===== config.mk =====
export PLATFORM = sky130hd
export DESIGN_NAME = usr_seq_ctrl_flat
export DESIGN_NICKNAME = d
export VERILOG_FILES = /design/src/rtl/usr_pkg.sv /design/src/rtl/usr_seq_ctrl_if.sv /design/src/rtl/usr_beat_counter.sv /design/src/rtl/usr_seq_ctrl.sv /design/src/flat_wrapper.sv
export SDC_FILE = /design/constraint.sdc
export NUM_CORES = 1
export LEC_CHECK = 0
export CAP_MARGIN = 20
export CORE_MARGIN = 8
export CORE_UTILIZATION = 34
export CTS_BUF_LIST = sky130_fd_sc_hd__clkbuf_8
export CTS_CLUSTER_DIAMETER = 200
export DETAILED_ROUTE_END_ITERATION = 16
export PLACE_DENSITY = 0.77
export SETUP_SLACK_MARGIN = 0.05
export SLEW_MARGIN = 20
export SYNTH_ARGS = -nofsm -noshare
export SYNTH_HDL_FRONTEND = slang
export SYNTH_HIERARCHICAL = 1
export SYNTH_SLANG_ARGS = --single-unit

===== constraint.sdc =====
create_clock -name clock -period 1.85 [get_ports clock]
set_input_delay 0.555 -clock clock [delete_from_list [all_inputs] [get_ports clock]]
set_output_delay 0.555 -clock clock [all_outputs]
set_load 0.01 [all_outputs]

===== src/rtl/usr_pkg.sv =====
`default_nettype none
// +------------------------------------------------------------------+
// | usr_pkg : shared encodings for the universal shift register and  |
// |           its command sequencer.                                 |
// | Rev 1.0                                                          |
// +------------------------------------------------------------------+
package usr_pkg;

    localparam int DEFAULT_WIDTH = 4;

    // Command op encoding doubles as the register MODE encoding.
    localparam logic [1:0] MODE_HOLD = 2'b00;
    localparam logic [1:0] MODE_SHR  = 2'b01;
    localparam logic [1:0] MODE_SHL  = 2'b10;
    localparam logic [1:0] MODE_LOAD = 2'b11;

    typedef enum logic [2:0] {
        ST_IDLE  = 3'd0,
        ST_LOAD  = 3'd1,
        ST_SHIFT = 3'd2,
        ST_HOLD  = 3'd3,
        ST_DONE  = 3'd4
    } state_t;

endpackage
`default_nettype wire


===== src/rtl/usr_seq_ctrl_if.sv =====
`default_nettype none
// +------------------------------------------------------------------+
// | usr_seq_ctrl_if : command, serial-stream and register-side       |
// |                   signals of the sequencer.                      |
// | Rev 1.0                                                          |
// +------------------------------------------------------------------+
interface usr_seq_ctrl_if
    import usr_pkg::*;
#(
    parameter int WIDTH = DEFAULT_WIDTH,
    parameter int CNT_W = 4
);
    logic             cmd_valid;
    logic             cmd_ready;
    logic [1:0]       cmd_op;
    logic [CNT_W-1:0] cmd_count;
    logic [WIDTH-1:0] cmd_data;

    logic             ser_in_valid;
    logic             ser_in_ready;
    logic             ser_in;
    logic             ser_out_valid;
    logic             ser_out_ready;
    logic             ser_out;

    logic [1:0]       sr_mode;
    logic [WIDTH-1:0] sr_datain;
    logic [WIDTH-1:0] sr_q;

    logic             busy;
    logic             done;

    // Environment side: command source, serial source/sink, shift register.
    modport master (
        output cmd_valid, cmd_op, cmd_count, cmd_data,
        output ser_in_valid, ser_in, ser_out_ready, sr_q,
        input  cmd_ready, ser_in_ready, ser_out_valid, ser_out,
        input  sr_mode, sr_datain, busy, done
    );

    // Sequencer side.
    modport slave (
        input  cmd_valid, cmd_op, cmd_count, cmd_data,
        input  ser_in_valid, ser_in, ser_out_ready, sr_q,
        output cmd_ready, ser_in_ready, ser_out_valid, ser_out,
        output sr_mode, sr_datain, busy, done
    );
endinterface
`default_nettype wire


===== src/rtl/usr_beat_counter.sv =====
`default_nettype none
// +------------------------------------------------------------------+
// | usr_beat_counter : loadable down-counter with a last-beat flag.  |
// | Rev 1.0                                                          |
// +------------------------------------------------------------------+
module usr_beat_counter #(
    parameter int CNT_W = 4
) (
    input  wire logic             clock,
    input  wire logic             reset,
    input  wire logic             load,
    input  wire logic [CNT_W-1:0] load_val,
    input  wire logic             dec,
    output logic                  last
);
    logic [CNT_W-1:0] remaining_q;
    logic [CNT_W-1:0] remaining_d;

    // Saturates at zero so a stray decrement can never wrap.
    always_comb begin
        remaining_d = remaining_q;
        if (load) begin
            remaining_d = load_val;
        end else if (dec && (remaining_q != '0)) begin
            remaining_d = remaining_q - 1'b1;
        end
    end

    always_ff @(posedge clock or negedge reset) begin
        if (!reset) begin
            remaining_q <= '0;
        end else begin
            remaining_q <= remaining_d;
        end
    end

    assign last = (remaining_q == CNT_W'(1));

endmodule
`default_nettype wire


===== src/rtl/usr_seq_ctrl.sv =====
`default_nettype none
// +------------------------------------------------------------------+
// | usr_seq_ctrl : command sequencer driving a universal shift       |
// |                register cycle by cycle, with flow-controlled     |
// |                serial in/out streams.                            |
// | Rev 1.0                                                          |
// +------------------------------------------------------------------+
module usr_seq_ctrl
    import usr_pkg::*;
#(
    parameter int WIDTH = DEFAULT_WIDTH,
    parameter int CNT_W = 4
) (
    input  wire logic    clock,
    input  wire logic    reset,
    usr_seq_ctrl_if.slave bus
);
    state_t           state_q;
    state_t           state_d;
    logic [1:0]       op_q;
    logic [1:0]       op_d;
    logic [WIDTH-1:0] data_q;
    logic [WIDTH-1:0] data_d;

    logic             cnt_load;
    logic             cnt_dec;
    logic             cnt_last;
    logic             beat;

    logic             cmd_ready;
    logic             ser_in_ready;
    logic             ser_out_valid;
    logic             ser_out;
    logic [1:0]       sr_mode;
    logic [WIDTH-1:0] sr_datain;
    logic             busy;
    logic             done;

    usr_beat_counter #(
        .CNT_W (CNT_W)
    ) u_beat_counter (
        .clock    (clock),
        .reset    (reset),
        .load     (cnt_load),
        .load_val (bus.cmd_count),
        .dec      (cnt_dec),
        .last     (cnt_last)
    );

    // A beat needs both a source bit and a sink slot in the same cycle.
    assign beat = bus.ser_in_valid && bus.ser_out_ready;

    always_ff @(posedge clock or negedge reset) begin
        if (!reset) begin
            state_q <= ST_IDLE;
            op_q    <= '0;
            data_q  <= '0;
        end else begin
            state_q <= state_d;
            op_q    <= op_d;
            data_q  <= data_d;
        end
    end

    always_comb begin
        state_d       = state_q;
        op_d          = op_q;
        data_d        = data_q;
        cnt_load      = 1'b0;
        cnt_dec       = 1'b0;
        cmd_ready     = 1'b0;
        ser_in_ready  = 1'b0;
        ser_out_valid = 1'b0;
        ser_out       = 1'b0;
        sr_mode       = MODE_HOLD;
        sr_datain     = '0;
        busy          = 1'b1;
        done          = 1'b0;

        case (state_q)
            ST_IDLE: begin
                busy      = 1'b0;
                cmd_ready = 1'b1;
                if (bus.cmd_valid) begin
                    op_d     = bus.cmd_op;
                    data_d   = bus.cmd_data;
                    cnt_load = 1'b1;
                    if (bus.cmd_op == MODE_LOAD) begin
                        state_d = ST_LOAD;
                    end else if (bus.cmd_count == '0) begin
                        state_d = ST_DONE;
                    end else if (bus.cmd_op == MODE_HOLD) begin
                        state_d = ST_HOLD;
                    end else begin
                        state_d = ST_SHIFT;
                    end
                end
            end

            ST_LOAD: begin
                sr_mode   = MODE_LOAD;
                sr_datain = data_q;
                state_d   = ST_DONE;
            end

            ST_SHIFT: begin
                // Each ready mirrors the opposite side's flag, never its own.
                ser_in_ready  = bus.ser_out_ready;
                ser_out_valid = bus.ser_in_valid;
                ser_out       = (op_q == MODE_SHR) ? bus.sr_q[0] : bus.sr_q[WIDTH-1];
                sr_datain[0]  = bus.ser_in;
                if (beat) begin
                    sr_mode = op_q;
                    cnt_dec = 1'b1;
                    if (cnt_last) begin
                        state_d = ST_DONE;
                    end
                end
            end

            ST_HOLD: begin
                cnt_dec = 1'b1;
                if (cnt_last) begin
                    state_d = ST_DONE;
                end
            end

            ST_DONE: begin
                done    = 1'b1;
                state_d = ST_IDLE;
            end

            default: begin
                state_d = ST_IDLE;
            end
        endcase
    end

    assign bus.cmd_ready     = cmd_ready;
    assign bus.ser_in_ready  = ser_in_ready;
    assign bus.ser_out_valid = ser_out_valid;
    assign bus.ser_out       = ser_out;
    assign bus.sr_mode       = sr_mode;
    assign bus.sr_datain     = sr_datain;
    assign bus.busy          = busy;
    assign bus.done          = done;

endmodule
`default_nettype wire


===== src/flat_wrapper.sv =====
// flat-port wrapper written by rule: the top's interface ports become plain ports
module usr_seq_ctrl_flat import usr_pkg::*;
#(
    parameter int WIDTH = DEFAULT_WIDTH,
    parameter int CNT_W = 4
)
  (clock, reset, bus_cmd_valid, bus_cmd_op, bus_cmd_count, bus_cmd_data, bus_ser_in_valid, bus_ser_in, bus_ser_out_ready, bus_sr_q, bus_cmd_ready, bus_ser_in_ready, bus_ser_out_valid, bus_ser_out, bus_sr_mode, bus_sr_datain, bus_busy, bus_done);
  usr_seq_ctrl_if #(.WIDTH(WIDTH), .CNT_W(CNT_W)) bus_i ();
  input  wire logic clock;
  input  wire logic reset;
  input wire logic [$bits(bus_i.cmd_valid)-1:0] bus_cmd_valid;
  input wire logic [$bits(bus_i.cmd_op)-1:0] bus_cmd_op;
  input wire logic [$bits(bus_i.cmd_count)-1:0] bus_cmd_count;
  input wire logic [$bits(bus_i.cmd_data)-1:0] bus_cmd_data;
  input wire logic [$bits(bus_i.ser_in_valid)-1:0] bus_ser_in_valid;
  input wire logic [$bits(bus_i.ser_in)-1:0] bus_ser_in;
  input wire logic [$bits(bus_i.ser_out_ready)-1:0] bus_ser_out_ready;
  input wire logic [$bits(bus_i.sr_q)-1:0] bus_sr_q;
  output wire logic [$bits(bus_i.cmd_ready)-1:0] bus_cmd_ready;
  output wire logic [$bits(bus_i.ser_in_ready)-1:0] bus_ser_in_ready;
  output wire logic [$bits(bus_i.ser_out_valid)-1:0] bus_ser_out_valid;
  output wire logic [$bits(bus_i.ser_out)-1:0] bus_ser_out;
  output wire logic [$bits(bus_i.sr_mode)-1:0] bus_sr_mode;
  output wire logic [$bits(bus_i.sr_datain)-1:0] bus_sr_datain;
  output wire logic [$bits(bus_i.busy)-1:0] bus_busy;
  output wire logic [$bits(bus_i.done)-1:0] bus_done;
  assign bus_i.cmd_valid = bus_cmd_valid;
  assign bus_i.cmd_op = bus_cmd_op;
  assign bus_i.cmd_count = bus_cmd_count;
  assign bus_i.cmd_data = bus_cmd_data;
  assign bus_i.ser_in_valid = bus_ser_in_valid;
  assign bus_i.ser_in = bus_ser_in;
  assign bus_i.ser_out_ready = bus_ser_out_ready;
  assign bus_i.sr_q = bus_sr_q;
  assign bus_cmd_ready = bus_i.cmd_ready;
  assign bus_ser_in_ready = bus_i.ser_in_ready;
  assign bus_ser_out_valid = bus_i.ser_out_valid;
  assign bus_ser_out = bus_i.ser_out;
  assign bus_sr_mode = bus_i.sr_mode;
  assign bus_sr_datain = bus_i.sr_datain;
  assign bus_busy = bus_i.busy;
  assign bus_done = bus_i.done;
  usr_seq_ctrl #(.WIDTH(WIDTH), .CNT_W(CNT_W)) u_core (.clock(clock), .reset(reset), .bus(bus_i));
endmodule

### Yosys cells after proc, flatten, opt, wreduce, memory -nomap -nowiden

Index checks and enable logic that the tools add are counted.

* register bits: 13
* input bits: 20
* output and inout port bits: 12

* add/subtract/negate cells: 1
* equal/unequal tests: 9
* multiplexer cells: 24
* reduce and logical (&&, ||, !) cells: 9

Operators with widths (count)
* $mux 3: 6
* $pmux 3 s4: 1
* $mux 1: 11
* $mux 4: 2
* $eq 3x2->1 const B: 2
* $eq 4x1->1 const B: 1
* $logic_not 4->1: 1
* $pmux 1 s2: 2
* $pmux 2 s2: 1
* $reduce_and 2->1: 2
* $reduce_bool 4->1: 1
* $sub 4x1->4 const B: 1
* $eq 3x1->1 const B: 1
* $eq 3x3->1 const B: 1
* $logic_not 3->1: 1
* $eq 2x1->1 const B: 1
* $eq 2x2->1 const B: 1
* $logic_and 1x1->1: 2
* $logic_not 2->1: 1
* $mux 2: 1
* $ne 2x1->1 const B: 1
* $ne 2x2->1 const B: 1
* $reduce_bool 2->1: 1

### Depth between registers and ports, before layout

* word-level depth: 6
* depth in mapped cells: 8
* gate-level depth less buffers: 5

### Cells and area by module

The synthesis kept the hierarchy.

By module, submodules not included
* usr_seq_ctrl: instances 1, cells each 58, area an instance 560.5 µm², sequential area each 225.2 µm²
* usr_beat_counter: instances 1, cells each 29, area an instance 282.8 µm², sequential area each 100.1 µm²

### Worst setup path before layout

No wires, ideal clock.

* kind: input-to-reg
* start point: input port bus_cmd_valid
* end point: register u_core.u_beat_counter.remaining_q[3]
* data arrival time: 1.688 ns
* path slack: 0.036 ns
* stages on the path: 6
* buffers on the path: 2
* cells stage by stage: or4b_4 buf_6 inv_1 buf_4 nor3_1 a221o_1

* word-level cells in the longest chain between the ends: 3

Ends and longest elaborated chain
* start, declared: RTL line flat_wrapper.sv:11 `input wire logic [$bits(bus_i.cmd_valid)-1:0] bus_cmd_valid;`
* $mux 1 (*): RTL line usr_seq_ctrl.sv:84 `if (bus.cmd_valid) begin`
* $mux 1 (*): RTL line usr_seq_ctrl.sv:80 `case (state_q)`
* net u_core.cnt_load: RTL line usr_seq_ctrl.sv:25 `logic cnt_load;`
* $mux 4 or $reduce_bool 2->1 (tied branches)
* end signal, assigned: RTL line usr_beat_counter.sv:33 `remaining_q <= remaining_d;`
* end, declared: RTL line usr_beat_counter.sv:16 `logic [CNT_W-1:0] remaining_q;`

Mark *: on every way through the listed nets, which the timed path passes. The rest lies on a longest branch.
A chain may end at the register's enable or synchronous reset.

### Worst setup path in the final report

* start point: input port bus_ser_out_ready
* end point: output port bus_sr_mode[0]

* word-level cells in the longest chain between the ends: 3

Ends and longest elaborated chain
* start, declared: RTL line flat_wrapper.sv:17 `input wire logic [$bits(bus_i.ser_out_ready)-1:0] bus_ser_out_ready;`
* $logic_and 1x1->1: RTL line usr_seq_ctrl.sv:51 `assign beat = bus.ser_in_valid && bus.ser_out_ready;`
* $mux 2: RTL line usr_seq_ctrl.sv:112 `if (beat) begin`
* $pmux 2 s2: RTL line usr_seq_ctrl.sv:80
* end, declared: RTL line flat_wrapper.sv:23 `output wire logic [$bits(bus_i.sr_mode)-1:0] bus_sr_mode;`

No other way between the ends.

==> summary.md <==
| Metric | Value |
|---|---|
| Relative slew slack | `about four fifths` |
| Pwr/cell area | `1430 nW/um2` |
| Crit end category | `output port` |
| DP HPWL | `approximately 1.9 mm` |
| Multiplexer share of the synthesized area | `approximately a tenth` |
| # hold bufs at CTS | `0` |
| Flop and latch count out of synthesis | `13` |
| Syn. warnings | `6` |
| Number of clock sinks | `13` |
| Sequential share of the synthesized area | `between 30% and 40%` |
| Worst setup margin | `-34.7 ps` |
| Measured slew at the worst slew-check pin | `316 ps` |
| GRT Total Usage | `between 10% and 20%` |
| Critical path class | `primary input to output port` |
| I/O pin count | `32` |
| Syn_area_per_cell | `9.69 um2` |
| Vias per cell | `5.00` |
| Placed Area | `1260 um2` |
| TritonRoute pass-1 iters | `4` |
| Worst Path Required | `1290 ps` |
| Final setup viols | `3` |
| Initial DRC count | `26` |
| Die Width | `between 60 and 70 um` |
| Critical Path AT | `~1300 ps` |
| Final core area utilization | `a little under three fifths` |
| Synthesized area | `843 um2` |
| Design area | `roughly 1400 um2` |
| Post-route DRC | `0` |
| Sw Share | `between 30% and 40%` |
| Die height | `around 66 um` |
| Clock Skew | `between 5 and 6 ps` |
| Psw | `roughly 0.00073 W` |
| CTS buffer count | `3` |
| Nets | `161` |
| Fmax achieved | `roughly 530 MHz` |
| Failing checks | `setup timing` |
| Internal | `0.00122 W` |
| Row count | `18` |
| Syn_nets | `roughly 110` |
| Clk slew on worst S/H paths | `roughly 60 ps` |
| Synth Instances | `between 80 and 90` |
| Latest clock arrival within the worst-skew pair | `250 ps` |
| Top Layer Used | `met4` |
| CTS tree | `done` |
| Initial antenna violation count | `0` |
| Area leader, netlist | `dfrtp_1` |
| Logic pwr share | `59.1%` |
| Wirelength per Cell | `roughly 14 um` |
| Gpl congestion | `around 0.83` |
| Crit-path max FO | `2` |
| Clock power frac | `13.0%` |
| Count of flip-flops with a built-in enable after synthesis | `0` |
| Share of cells above drive strength 1 | `43.5%` |
| Filler-free cell count of the finished design | `between 150 and 200` |
| Wire length on met2 | `roughly 1.2 mm` |
| Fin crit period | `around 1900 ps` |
| Met3 routed WL | `about 150 um` |
| N_diodes | `0` |
| Vias in the first global route | `between 800 and 900` |
| Top_reg_cell synth | `dfrtp_1` |
| M1 WL | `roughly 970 um` |
| Post-synth ARST share | `100%` |
| Cells after DPL | `roughly 160` |
| Total power | `a little under 0.002 W` |
| Root Buffer | `clkbuf_8` |
| Grt total ovfl | `0` |
| Peak VDD IR | `~930 uV` |
| PortBufs | `29` |
| Fin crit share | `102%` |
| Reg2reg end | `u_core/state_q[0]` |
| Vias | `840` |
| First-pass GRT wire length | `around 3.9 mm` |
| CTS Buffer Depth | `2` |
| Detail Route Antenna Nets | `0` |
| R2r startpoint | `u_core/state_q[0]` |
| WL final | `2.35 mm` |
| Post-synthesis xor/xnor area fraction | `0%` |
| Synth Area in Compound Gates | `around 12%` |
| Yosys top cell area share | `~39%` |
| Worst R2R Setup Slack | `20 ps` |
| CP Launch Point | `bus_ser_out_ready` |
| Reg2Reg Depth | `5` |
| Largest net degree at the start of global routing | `14` |
| Simple-Gate Fraction of Synth Area | `between 20% and 30%` |
| Unrepaired setup endpoints after global routing | `yes` |
| Top post-synthesis cells by area | `dfrtp_1, mux2_2, nor2b_1` |
| Outcome | `finished, violations left` |
| Layout area overhead | `61.7%` |
| Yosys cell types | `34` |
| Die area | `4330 um2` |
| MaxCap Viol Count | `0` |
| Fin. Hold Viols | `0` |
| Startpoint types | `primary input` |
| Core footprint | `between 2000 and 2500 um2` |
| Largest family of logic cells by synthesized area | `simple AND/OR/NAND/NOR gates` |
| Initial core utilization | `a little over a third` |
| Adder-cell area share of the yosys netlist | `under 10%` |
| H-tree depth reported by CTS | `1` |
| Leakage | `around 0.64 nW` |
| Crit path capture | `bus_sr_mode[0]` |
| Sequential Power Share | `28.0%` |
| Slew Viols, Final | `0` |
| Worst hold path class | `flip-flop to flip-flop` |
kinds of logic (layout without fill, tap and decap cells):
logic type      after synthesis  count (layout)
compound gates               15              15
fa+ha+maj                     2               2
buf+inv                       9              60
flops                        13              13
mux                           8               8
simple gates                 40              40
per-layer routing:
metal / up-vias / GRT usage (%)
met5: - / 0
met4: 0 / 3.27
met3: 5 / 4.24
met2: 21 / 20.0
met1: 400 / 12.1
li1: 414 / -
critical path: stages:
cell,delay [ps]
dlygate4sd2_1,240
and4b_1,220
a21oi_1,130
nor2_1,50
buf_2,130
power groups by stage:
stage          clock (W)  combinational (W)  sequential, W
2_1_floorplan          0           0.000647       0.000501
3_3_place_gp           0            0.00103       0.000528
3_5_place_dp           0            0.00107       0.000539
4_1_cts         0.000263            0.00115       0.000536
5_1_grt         0.000272            0.00126       0.000561
6_report        0.000253            0.00115       0.000544
through the flow:
stage               worst slack, ps  hold WS, ps  TNS, ps
floorplan                      73.8          259        0
global placement               -671          484    -6520
detailed placement             -693          489    -7020
CTS                           -43.6          503     -145
global route                   -110          522     -491
finish                        -34.7          510    -94.7
placed cells by master (no fill, tap or decap), types with 3 or more instances in the layout:
cell type,synthesis,final
dlygate4sd2_1,0,5
nand2_1,7,6
clkdlybuf4s50_1,0,12
mux2_2,6,6
nor2_1,7,6
dfrtp_1,13,12
nor3b_1,4,3
buf_2,1,11
buf_4,1,18
buf_6,2,6
a21oi_1,5,5
nor2b_1,5,3
inv_1,4,3
clkbuf_8,0,3
how the worst min path moves through the flow:
| stage | start | to | slack, ps | depth (start not counted) |
|---|---|---|---|---|
| finish | u_core/data_q[2] | u_core/data_q[2] | 510 | 1 |
| global route | u_core/data_q[2] | u_core/data_q[2] | 520 | 1 |
| CTS | u_core/data_q[1] | u_core/data_q[1] | 500 | 1 |
| detailed placement | u_core/data_q[1] | u_core/data_q[1] | 490 | 1 |
| global placement | u_core/data_q[1] | u_core/data_q[1] | 480 | 1 |
| floorplan | reset | u_core/data_q[0] | 260 | 0 |
layout make-up:
class                      instances  area [um2]
fill                             221        1050
tap                               30        37.5
timing repair buffer              52         422
clock buffer                       3        41.3
clock inverter                     1        5.00
inverter                           4        17.5
sequential                        13         327
multi-input combinational         65         514
cells in the mapped netlist, drive strengths merged (2+ instances only):
| master | number |
|---|---|
| nor3 | 3 |
| nand2b | 2 |
| nor2b | 5 |
| nand2 | 7 |
| o21ai | 2 |
| nor3b | 4 |
| dfrtp | 13 |
| ha | 2 |
| and4b | 2 |
| inv | 4 |
| mux2 | 6 |
| buf | 4 |
| and2 | 3 |
| nor2 | 7 |
| mux2i | 2 |
| a21oi | 5 |
flip-flops by register name, indices dropped and copies added, names as in the netlist:
name	count
u_core/data_q	4
u_core/op_q	2
u_core/state_q	3
u_core/u_beat_counter/remaining_q	4
what timing repair did:
action                     in CTS  in global routing
buffers inserted                6                  0
resized for setup              71                  4
hold endpoints to repair        0                  0
setup endpoints to repair      21                 21
pin swaps                       8                  4
Power figures use the tool's default switching activity.
==> RTL change 1, RTL diff (config.mk and constraints unchanged) <==
`CNT_W` is set to 4 in 4 places; all go to 6.
--- a/src/rtl/usr_seq_ctrl_if.sv
+++ b/src/rtl/usr_seq_ctrl_if.sv
@@ -8,7 +8,7 @@
     import usr_pkg::*;
 #(
     parameter int WIDTH = DEFAULT_WIDTH,
-    parameter int CNT_W = 4
+    parameter int CNT_W = 6
 );
     logic             cmd_valid;
     logic             cmd_ready;
--- a/src/rtl/usr_beat_counter.sv
+++ b/src/rtl/usr_beat_counter.sv
@@ -4,7 +4,7 @@
 // | Rev 1.0                                                          |
 // +------------------------------------------------------------------+
 module usr_beat_counter #(
-    parameter int CNT_W = 4
+    parameter int CNT_W = 6
 ) (
     input  wire logic             clock,
     input  wire logic             reset,
--- a/src/rtl/usr_seq_ctrl.sv
+++ b/src/rtl/usr_seq_ctrl.sv
@@ -9,7 +9,7 @@
     import usr_pkg::*;
 #(
     parameter int WIDTH = DEFAULT_WIDTH,
-    parameter int CNT_W = 4
+    parameter int CNT_W = 6
 ) (
     input  wire logic    clock,
     input  wire logic    reset,
--- a/src/flat_wrapper.sv
+++ b/src/flat_wrapper.sv
@@ -2,7 +2,7 @@
 module usr_seq_ctrl_flat import usr_pkg::*;
 #(
     parameter int WIDTH = DEFAULT_WIDTH,
-    parameter int CNT_W = 4
+    parameter int CNT_W = 6
 )
   (clock, reset, bus_cmd_valid, bus_cmd_op, bus_cmd_count, bus_cmd_data, bus_ser_in_valid, bus_ser_in, bus_ser_out_ready, bus_sr_q, bus_cmd_ready, bus_ser_in_ready, bus_ser_out_valid, bus_ser_out, bus_sr_mode, bus_sr_datain, bus_busy, bus_done);
   usr_seq_ctrl_if #(.WIDTH(WIDTH), .CNT_W(CNT_W)) bus_i ();
Ports: changed (resized bus_cmd_count); port bits go from 32 to 34. The function was not compared with the original's and may differ.
==> RTL change 1 against the unedited design <==
The flow still finishes with violations (setup timing); count of clock-buffer cells in the layout did not move; worst setup slack got worse by 0.13 ns; area after synthesis is 18% higher; routed wire length up 43%; cell count up 19%; sequential cell count rose by 2; design area increased by 26%; total power is 27% higher; hold slack got worse by 0.0027 ns; non-clock buffer count is 14 higher; critical endpoint is now bus_sr_mode[1]; highest routed layer unchanged.
==> RTL change 1: results (changes against the unedited design) <==
Yosys
  – Mapped Nets: 128 (+17%)
  – Adder-Cell Fraction of Synth Area: 0.0378 (+0.00816)
  – Area contributors post-synth: dfrtp_1 (38%), mux2_2 (6.8%), and2_1 (3.8%)
  – Seq/Total Area, Yosys: 0.378 (-0.00745)
  – Post-synth top cells: dfrtp_1 (15), nor2_1 (8), a21oi_1 (7)

Place
  – Dpl cell area: 1510 um^2 (+20%)
  – DP Worst Slack: -0.725 ns (-0.0325 ns)
  – Hpwl dp: 2330 um (+26%)
  – Port Buf Inserts: 31 (+6.9%)
  – RePlAce Congestion: 0.889 (+6.5%)

Power
  – Sw power: 960 uW (+32%)
  – VDD IR max: 0.835 mV (-10%)

Routing
  – DR WL met3: 189 um (+30%)
  – Via density: 5.34 (+6.7%)
  – Top sig layer: met4
  – Met1 Wirelength: 1330 um (+38%)
  – Wire per inst: 16.8 um (+20%)

Layout
  – Largest registers: u_core/u_beat_counter/remaining_q x6, u_core/data_q x4, u_core/state_q x3
  – Fraction of layout cells with a size suffix above 1: 0.509 (+0.0741)
  – Fillcell total: 216 (-2.3%)
  – Final net count: 195 (+21%)

Status
  – Status: finished with violations
  – Failing checks: setup timing

Timing
  – Clk_skew: 0.00127 ns (-0.00402 ns)
  – Worst Slack Setup Final: -0.169 ns (-0.134 ns)
  – Worst-Margin Slew: 0.446 ns (+0.130 ns)
  – Final Setup Violations: 10 (+7)

Global route
  – First-pass GRT wire length: 5350 um (+38%)
  – Vias in the first global route: 1098 (+27%)
  – GRT Total Usage: 0.129 (+0.0163)

Worst setup path
  – Critical Path Slowest Stage Cell: dfrtp_2
  – CP Data Arrival Time: 1.46 ns (+0.13 ns)
  – CP max stage delay: 0.45 ns (+0.21 ns)
  – CP max FO: 5 (+3)
## RTL change 1: cell count changes in the layout (fill, tap and decap cells not counted), sizes merged, moves of 2 or more
cell | unedited run | this run
a2bb2oi | 0 | 2
a21oi | 5 | 7
dfrtp | 13 | 15
nor3b | 4 | 2
clkdlybuf4s15 | 0 | 2
inv | 4 | 6
nand4 | 0 | 2
and2 | 3 | 6
buf | 35 | 47
a211o | 0 | 2
## RTL change 1: final cells by class
class | instances | area [um^2] | share of cell area
clock inverter | 1 | 5.00 | 0.00291
tap | 31 | 38.8 | 0.0225
multi-input combinational | 78 | 683 | 0.397
sequential | 15 | 379 | 0.220
clock buffer | 3 | 41.3 | 0.0240
inverter | 6 | 22.5 | 0.0131
timing repair buffer | 66 | 551 | 0.320
## RTL change 1: final timing paths
| kind | startpoint | endpoint | slack, ns | cells after the start |
|---|---|---|---|---|
| max | u_core/state_q[1] | bus_sr_mode[1] | -0.17 | 6 |
| min | u_core/data_q[1] | u_core/data_q[1] | 0.51 | 1 |
| max reg2reg | u_core/state_q[0] | u_core/u_beat_counter/remaining_q[5] | -0.12 | 7 |
| min reg2reg | u_core/data_q[1] | u_core/data_q[1] | 0.51 | 1 |
| max in group asynchronous | reset | u_core/state_q[1] | 1.04 | 2 |
| min in group asynchronous | reset | u_core/data_q[3] | 0.62 | 2 |
## RTL change 1: power groups by stage
stage	Combinational (uW)	Clock (uW)	Sequential [uW]
2_1_floorplan	744	0	590
3_3_place_gp	1220	0	632
3_5_place_dp	1280	0	648
4_1_cts	1440	270	642
5_1_grt	1660	291	683
6_report	1550	268	665
## RTL change 1: logic make-up after synthesis
family,count (synthesis)
compound gates,22
fa+ha+maj,3
buf+inv,10
flops,15
mux,7
simple gates,46
## RTL change 1: per-stage QoR
stage / instances / setup TNS [ns]
after floorplan: 103 / -0.0622
after global placement: 185 / -7.04
after detailed placement: 185 / -7.99
after CTS: 198 / -0.907
after global routing: 200 / -1.43
final: 200 / -0.806
## RTL change 1: repair_timing
action                     in CTS  in global routing
pin swaps                       4                  8
setup buffers                   9                  2
setup endpoints to repair      23                 20
resized for setup              69                 20
cloned                          0                  0
## RTL change 1: routing by layer
layer / vias up / track usage
met3: 8 / 0.0198
met4: 0 / 0.0491
met5: - / 0
met2: 36 / 0.246
li1: 513 / -
met1: 510 / 0.137
## RTL change 1: worst max-delay path, delay by kind of cell (launching register included)
kind,cells,cell delay (ns)
and+or+nand+nor,2,0.25
AOI/OAI and AO/OA,1,0.10
buffers and inverters,3,0.41
DFF,1,0.45
==> RTL change 2, RTL diff (same flow settings) <==
Without the edit above. `data_q` no longer has a reset.
--- a/src/rtl/usr_seq_ctrl.sv
+++ b/src/rtl/usr_seq_ctrl.sv
@@ -54,12 +54,14 @@
         if (!reset) begin
             state_q <= ST_IDLE;
             op_q    <= '0;
-            data_q  <= '0;
         end else begin
             state_q <= state_d;
             op_q    <= op_d;
-            data_q  <= data_d;
         end
+    end
+
+    always_ff @(posedge clock) begin
+        data_q <= data_d;
     end
 
     always_comb begin
Behaviour: same outputs for any inputs over 10 cycles, from zero or initial values and one cycle with reset low; that may be too few to reach the edited logic, so the function may still have changed.
==> RTL change 2 against the unedited design <==
Via count is 7.0% lower; highest routed layer unchanged; combinational power is 16% lower; core utilization is 0.49 points lower; total power is 10% lower; area after synthesis is 2.8% lower; largest power group unchanged; the flow still finishes with violations (setup timing); routed wire length is 0.94% lower; design area is 7.2% lower; sequential cell count stayed put; sequential share of layout area is 3.7 points higher; worst setup slack worse by 0.027 ns.
==> RTL change 2: results (changes against the unedited design) <==
Status
  – Status: finished with violations
  – Failing checks: setup timing

Routing
  – Starting DRT DRC Count: 44 (+69%)
  – DR WL met3: 190 um (+31%)
  – Via density: 5.01 (+0.13%)
  – Met2 WL: 1040 um (-14%)

Power
  – Clock group power: 245 uW (-3%)
  – VDD IR max: 0.854 mV (-8.3%)
  – Sw power: 644 uW (-12%)
  – Lkg Pwr: 0.000570 uW (-11%)

Timing
  – Worst Slack Setup Final: -0.0615 ns (-0.0267 ns)
  – Clk_skew: 0.00301 ns (-0.00227 ns)
  – Final Setup Violations: 5 (+2)
  – Worst-Margin Slew: 0.446 ns (+0.129 ns)

Worst setup path
  – Critical Path Slowest Stage Cell: dfrtp_2
  – R2R cell count: 6 (+1)
  – CP Data Arrival Time: 1.36 ns (+0.03 ns)

Yosys
  – Async set-reset flop share out of synthesis: 0.692 (-0.308)
  – Post-synth cell types: 35 (+2.9%)
  – Mapped Nets: 104 (-4.6%)

Place
  – RePlAce Congestion: 0.878 (+5.2%)
  – Dpl cell area: 1230 um^2 (-2.4%)
  – DP Worst Slack: -0.670 ns (+0.0232 ns)

Layout
  – Final net count: 151 (-6.2%)

Global route
  – Vias in the first global route: 878 (+1.9%)
  – GRT Total Usage: 0.116 (+0.00341)
  – M1 GR Usage: 0.131 (+0.00986)
  – Largest net degree at the start of global routing: 12 (-2)

Clock tree
  – Post-CTS Setup Repair Bufs: 2 (-4)
  – # resized after CTS: 56 (-21%)
[RTL change 2: changes by cell type after synthesis, moves of 2 or more]
cell,before,now
edfxtp_1,0,4
dfrtp_1,13,9
mux2_2,6,0
mux2_4,0,2
[RTL change 2: final cells by class]
cell class	count	area [um^2]
inverters	4	15.0
multi-input cells	61	449
fillers	211	990
clock inverters	1	3.75
flip-flops and latches	13	349
clock buffers	3	41.3
well taps	28	35.0
repair buffers	46	372
[RTL change 2: cell families after synthesis]
kind of cell,Yosys count,synth area share
simple gates,38,0.295
compound gates,17,0.140
flops,13,0.421
buf+inv,8,0.0519
mux,4,0.0611
fa+ha+maj,2,0.0305
[RTL change 2: path summary, 6_finish.rpt]
check / to / slack, ns
worst max register to register: u_core/u_beat_counter/remaining_q[3] / 0.19
min in group asynchronous: u_core/op_q[0] / 0.63
worst min-delay path: u_core/op_q[0] / 0.60
worst max-delay path: bus_ser_out_valid / -0.06
worst min register to register: u_core/op_q[0] / 0.60
max in group asynchronous: u_core/state_q[0] / 0.89
